**src/rtl/booth_mult.sv**
```systemverilog
// rtl/booth_mult.sv - sequential radix-2 Booth multiplier, one step per clock, hi/lo product outputs
// Optional build macro: MULT_UNSIGNED_EN adds the `uns` port and one extra Booth step (multu support).
module booth_mult #(
  parameter int W     = 32,
  parameter int CNT_W = 6
) (
  input  logic         Clk,
  input  logic         Reset,
  input  logic         start,
`ifdef MULT_UNSIGNED_EN
  input  logic         uns,
`endif
  input  logic [W-1:0] a,
  input  logic [W-1:0] b,
  output logic         busy,
  output logic         done,
  output logic [W-1:0] hi,
  output logic [W-1:0] lo
);

`ifdef MULT_UNSIGNED_EN
  // One guard bit lets zero-extended operands go through the signed algorithm.
  localparam int WE = W + 1;
`else
  localparam int WE = W;
`endif

  typedef enum logic [1:0] {S_IDLE, S_RUN, S_DONE} state_t;

  state_t              r_state;
  state_t              w_state_next;
  logic [WE-1:0]       r_m;
  logic [2*WE:0]       r_acc;
  logic [CNT_W-1:0]    r_count;
  logic [W-1:0]        r_hi;
  logic [W-1:0]        r_lo;

  logic [WE-1:0]       w_a_ext;
  logic [WE-1:0]       w_b_ext;
  logic [WE:0]         w_upper;
  logic [WE:0]         w_m_ext;
  logic [WE:0]         w_sum;
  logic [2*WE:0]       w_acc_step;
  logic                w_last;
  logic                w_capture;

`ifdef MULT_UNSIGNED_EN
  assign w_a_ext = {(~uns & a[W-1]), a};
  assign w_b_ext = {(~uns & b[W-1]), b};
`else
  assign w_a_ext = a;
  assign w_b_ext = b;
`endif

  // The add/sub runs one bit wider than the upper half so that subtracting the
  // most-negative multiplicand (e.g. 0x80000000 * 0x80000000) stays exact; that
  // extra bit becomes the replicated MSB of the arithmetic shift.
  assign w_upper    = {r_acc[2*WE], r_acc[2*WE:WE+1]};
  assign w_m_ext    = {r_m[WE-1], r_m};
  assign w_acc_step = {w_sum, r_acc[WE:1]};
  assign w_last     = (r_count == CNT_W'(WE - 1));
  assign w_capture  = start && (r_state != S_RUN);

  // Booth recoding of the two low accumulator bits: add, subtract or pass.
  always_comb begin
    w_sum = w_upper;
    case (r_acc[1:0])
      2'b01:   w_sum = w_upper + w_m_ext;
      2'b10:   w_sum = w_upper - w_m_ext;
      default: w_sum = w_upper;
    endcase
  end

  // State register.
  always_ff @(posedge Clk) begin
    if (Reset) r_state <= S_IDLE;
    else       r_state <= w_state_next;
  end

  // Next-state and status outputs; start is only honoured outside RUN.
  always_comb begin
    w_state_next = r_state;
    busy         = 1'b0;
    done         = 1'b0;
    case (r_state)
      S_IDLE: begin
        if (start) w_state_next = S_RUN;
      end
      S_RUN: begin
        busy = 1'b1;
        if (w_last) w_state_next = S_DONE;
      end
      S_DONE: begin
        done         = 1'b1;
        w_state_next = start ? S_RUN : S_IDLE;
      end
      default: w_state_next = S_IDLE;
    endcase
  end

  // Datapath: operand capture, Booth steps, and output registers that only
  // change on the step that completes the product.
  always_ff @(posedge Clk) begin
    if (Reset) begin
      r_m     <= '0;
      r_acc   <= '0;
      r_count <= '0;
      r_hi    <= '0;
      r_lo    <= '0;
    end else if (w_capture) begin
      r_m     <= w_a_ext;
      r_acc   <= {{WE{1'b0}}, w_b_ext, 1'b0};
      r_count <= '0;
    end else if (r_state == S_RUN) begin
      r_acc   <= w_acc_step;
      r_count <= r_count + CNT_W'(1);
      if (w_last) begin
        r_hi <= w_acc_step[2*W:W+1];
        r_lo <= w_acc_step[W:1];
      end
    end
  end

  assign hi = r_hi;
  assign lo = r_lo;

endmodule

```
**config.mk**
```make
export PLATFORM = sky130hd
export DESIGN_NAME = booth_mult
export DESIGN_NICKNAME = d
export VERILOG_FILES = /design/src/rtl/booth_mult.sv
export SDC_FILE = /design/constraint.sdc
export NUM_CORES = 1
export LEC_CHECK = 0
export BUFFER_PORTS_ARGS = -buffer_cell sky130_fd_sc_hd__clkbuf_2
export CAP_MARGIN = 20
export CORE_MARGIN = 3
export CORE_UTILIZATION = 62
export CTS_BUF_LIST = sky130_fd_sc_hd__clkbuf_16
export CTS_CLUSTER_DIAMETER = 100
export DETAILED_ROUTE_END_ITERATION = 12
export PLACE_DENSITY = 0.95
export RECOVER_POWER = 50
export SETUP_SLACK_MARGIN = 0.4
export SYNTH_ARGS = -nofsm -noshare
export SYNTH_HDL_FRONTEND = slang
export SYNTH_SLANG_ARGS = --single-unit
```
**constraint.sdc**
```tcl
create_clock -name Clk -period 8.7 [get_ports Clk]
set_input_delay 0.87 -clock Clk [delete_from_list [all_inputs] [get_ports Clk]]
set_output_delay 0.87 -clock Clk [all_outputs]
set_load 0.02 [all_outputs]
```
# --- Yosys cells after proc, flatten, opt, wreduce, memory -nomap -nowiden ---
# Index checks and enable logic that the tools add are counted.
# Widths: inputs -> output; s select.
classes:
  add_sub_neg: 3
  n_eq_ne: 8
  muxes: 9
  n_bitwise: 1
  n_reduce_logical: 6
op_table:
  columns: ["operator", "n"]
  rows:
  - ["$mux 33", 2]
  - ["$pmux 33 s2", 1]
  - ["$add 32x32->33", 1]
  - ["$sub 32x32->33", 1]
  - ["$add 6x1->6 const B", 1]
  - ["$eq 6x5->1 const B", 1]
  - ["$pmux 2 s3", 1]
  - ["$eq 2x1->1 const B", 2]
  - ["$eq 2x2->1 const B", 2]
  - ["$mux 2", 2]
  - ["$ne 2x2->1 const B", 2]
  - ["$mux 1", 3]
  - ["$reduce_and 3->1", 1]
  - ["$logic_not 2->1", 1]
  - ["$ne 2x1->1 const B", 1]
  - ["$reduce_and 2->1", 1]
  - ["$reduce_bool 2->1", 1]
  - ["$reduce_or 2->1", 1]
  - ["$logic_and 1x1->1", 1]
  - ["$not 1->1", 1]
word_totals:
  reg_bits: 169
  output_inout_bits: 66
  elab_cells: 34

# --- Logic depth before layout (Yosys ltp) ---
logic_depth:
  word_depth: 4
  depth_mapped: 21

# --- Worst setup path after synthesis ---
# Ideal clock, no wire load.
synth_path:
  kind: "register to register"
  start: "reg r_m[2]"
  end: "reg r_hi[30], in the netlist hi[30]"
  setup_time_ns: 0.101
  arrival_ns: 3.965
  t_required_ns: 8.599
  path_slack_ns: 4.634
  stages_incl_launch_ff: 20
  path_buffers: 1
  synth_period_minus_slack_ns: 4.066
  cell_sequence: "dfxtp_1 > nor2_1 > nor4b_1 > nand2_1 > nor2_1 > nand2_1 > nor2_1 > a31oi_1 > xnor2_1 > ha_1 > clkbuf_1 > nor2b_1 > o21ai_1 > nand2b_1 > a21o_1 > a2111oi_1 > nor2_1 > a311oi_1 > o311ai_1 > o41ai_1"
synth_between:
  elab_chain_cells: 2
  elab_cells_between_ends: 3
  classes_between: "2 x add/sub; 1 x mux"
synth_rtl:
  columns: ["element", "line", "text"]
  rows:
  - ["start: declaration", "32", "logic [WE-1:0] r_m;"]
  - ["start signal: assignment", "111", "r_m <= w_a_ext;"]
  - ["$sub 32x32->33 / $add 32x32->33 (equally long branches)", "69, 68", null]
  - ["$pmux 33 s2 *", "67", "case (r_acc[1:0])"]
  - ["end signal: assignment", "118", "r_hi <= w_acc_step[2*W:W+1];"]
  - ["end: declaration", "35", "logic [W-1:0] r_hi;"]
# Mark *: on every way between the ends. The rest lies on a longest branch, timed or not.
# A chain may end at the register's enable or synchronous reset.

# --- Final worst setup path ---
layout_path:
  start: "reg r_state[1]"
  end: "out busy"
layout_between:
  elab_chain_cells: 2
layout_rtl:
  columns: ["element", "line", "text"]
  rows:
  - ["start: declaration", "30", "state_t r_state;"]
  - ["start signal: assignment", "77", "else r_state <= w_state_next;"]
  - ["$eq 2x1->1", "85", "case (r_state)"]
  - ["$mux 1", "85", null]
  - ["end: declaration", "15", "output logic busy,"]
# Every way passes these cells.

==> run metrics <==
status finished, violations left; Final min period 5.16 ns; clk_skew 0.00950 ns; Worst-path clk slew 0.07 ns; GRT overflow 0; fin crit share 0.593; FFs w/ async S/R, synth 0; Root Buffer clkbuf_16; Sink Count 169; PD cells 209 nW/um^2; Cell variety after synth 70; CP Cell Sequence nand2b_1 > clkbuf_1 > clkinv_1 > clkbuf_2; Worst Hold Class register to register; failing checks capacitance limit, slew limit; I/O Buffers 132; core area 13900 um^2; Synthesis Warnings 0; DR WL/cell 16.6 um; HPWL Detailed 15400 um; largest net degree at the start of global routing 85; Num CTS Buffers 17; Syn Nets 1226; Placer Congestion 0.959; Post-Syn Area 8890 um^2; Yosys reg bits 169; Die X 126 um; initial antenna violation count 0; Pwr Total 2110 uW; CTS HTree Levels 4; leakage 0.00396 uW; CTS tree yes; synthesis-to-finish area growth 13.4%; Detail Route Antenna Nets 0; ys flop type dfxtp_1; CTS Buffer Depth 2; Post-Route WL 23300 um; Avg Inst Size Synth 7.92 um^2; Critical Path Source Type register; Post-synth EDFFs 0; Post-Route Utilization 0.723; drt drc 0; nets@finish 1309; Tot GR Track Use 0.288; critical path endpoint category primary output; Final Hold Vio Count 0; Placed Instance Area 9520 um^2; achievable frequency 194 MHz; initial drt markers 985; worst vdd ir 0.142 mV; clk_lat worst skew 0.44 ns; Pre-antenna DRT Iters 5; Placed Instances 1366; Worst Path Required 7.83 ns; die area 15800 um^2; Synth Instances 1123; Die Ht 126 um; layout cells sized above 1 0.103; Final setup violation count 0; RSZ-0062 raised after global routing no; max capacitance violation total 1; slowest cell delay on critical path 2.55 ns; ant diodes 0; post-CTS setup buffers 0; Rows 43; hold buffers post-CTS 0; Top Ports 133; total number of vias 8408; Worst-Margin Slew 3.59 ns; vias per cell 6.01; first-pass GRT wire length 37500 um; fin cells 1399; normalized max-slew margin -1.39; critical path fanouts, max 82; post-CTS sizing 0; Starting Density 0.638; Setup CP Type register to primary output; CP arrival 4.29 ns; final setup TNS 0 ns; fin area 10100 um^2; Slew Viols, Final 83; sequential area share after synthesis 0.380; Worst path slowest cell clkbuf_1; number of global-route vias before repair 7606
==> power breakdown <==
part / switching (uW) / internal [uW] / total, uW
registers: 33.8 / 807 / 840
clock network: 363 / 418 / 781
logic: 296 / 189 / 485
==> worst max-delay path, delay by kind of cell, from the launching register on <==
kind | cells | cell delay [ns]
buffers and inverters | 3 | 3.28
DFF | 1 | 0.35
and+or+nand+nor | 1 | 0.23
==> cell type report <==
type,count,area (um^2)
sequential,169,3380
inverter,19,71.3
tap,180,225
fill,1094,3850
clock inverter,15,194
multi-input combinational,856,5100
timing repair buffer,143,677
clock buffer,17,425
==> layer usage <==
layer / global-route usage / vias up / share of wire
met5: 0 / - / 0
met2: 0.458 / 329 / 0.46
met3: 0.0696 / 48 / 0.076
li1: - / 4105 / -
met4: 0.0833 / 0 / 0.020
met1: 0.392 / 3926 / 0.45
==> metrics by stage <==
step	setup WS, ns	hold slack, ns
floorplan	4.63	0.436
global placement	4.26	0.441
detailed placement	4.06	0.449
CTS	3.99	0.459
global route	3.16	0.479
finish	3.54	0.458
==> placed cells by master, fill, tap and decap left out, types with 16 or more instances in the layout <==
| cell | synthesis | layout |
|---|---|---|
| clkbuf_16 | 0 | 17 |
| nor2_1 | 158 | 158 |
| clkbuf_2 | 0 | 66 |
| nor3_1 | 16 | 16 |
| inv_1 | 18 | 18 |
| a21oi_1 | 139 | 139 |
| mux2i_1 | 37 | 37 |
| a211oi_1 | 66 | 66 |
| clkbuf_1 | 59 | 67 |
| o21ai_0 | 28 | 28 |
| nand2_1 | 169 | 169 |
| xnor2_1 | 44 | 44 |
| ha_1 | 35 | 34 |
| dfxtp_1 | 169 | 169 |
==> logic make-up after synthesis <==
family                   count (synthesis)  synth area share
adder cells (fa/ha/maj)                 36            0.0515
XOR/XNOR                                58            0.0580
flip-flops                             169             0.380
AO/OA/AOI/OAI                          305             0.214
AND/OR/NAND/NOR                        419             0.207
multiplexers                            38            0.0429
buffers and inverters                   98            0.0466
==> state kept, by name, summed over array words and instances (netlist names) <==
| register | cells |
|---|---|
| lo | 32 |
| r_state | 2 |
| r_m | 32 |
| r_acc | 65 |
| r_count | 6 |
| hi | 32 |
==> cells in the mapped netlist, types with 2 or more instances <==
library cell	instances	area [um^2]
a2111oi_0	2	17.5
a211oi_1	66	495
a21boi_1	2	15.0
a21o_1	12	90.1
a21oi_1	139	696
a311oi_1	8	70.1
a31o_2	2	17.5
a31oi_1	10	62.6
a41oi_1	3	26.3
and3_1	4	25.0
buf_1	10	37.5
buf_2	3	15.0
buf_4	2	15.0
buf_6	4	45.0
clkbuf_1	59	221
dfxtp_1	169	3380
ha_1	35	438
inv_1	18	67.6
mux2i_1	37	370
nand2_1	169	634
nand2b_1	10	62.6
nand3_1	9	45.0
nand3b_1	5	37.5
nand4_1	7	43.8
nor2_1	158	593
nor2b_1	12	75.1
nor3_1	16	80.1
nor4_1	8	50.1
o211ai_1	2	15.0
o21a_1	2	15.0
o21ai_0	28	140
o21ai_1	5	25.0
o21bai_1	5	37.5
o31a_1	2	17.5
o31ai_1	3	22.5
o31ai_2	2	25.0
o41ai_1	2	17.5
or3_1	5	31.3
or4_1	2	15.0
xnor2_1	44	385
xor2_1	13	114
==> path summary, 6_finish.rpt <==
| check | start | to | slack [ns] | cells past startpoint |
|---|---|---|---|---|
| worst max-delay path | r_state[1] | busy | 3.54 | 4 |
| worst min-delay path | lo[15] | lo[15] | 0.46 | 2 |
| worst max register to register | r_state[1] | r_acc[64] | 3.61 | 6 |
| worst min register to register | lo[15] | lo[15] | 0.46 | 2 |
No activity file was read; power rests on OpenSTA's default activity.
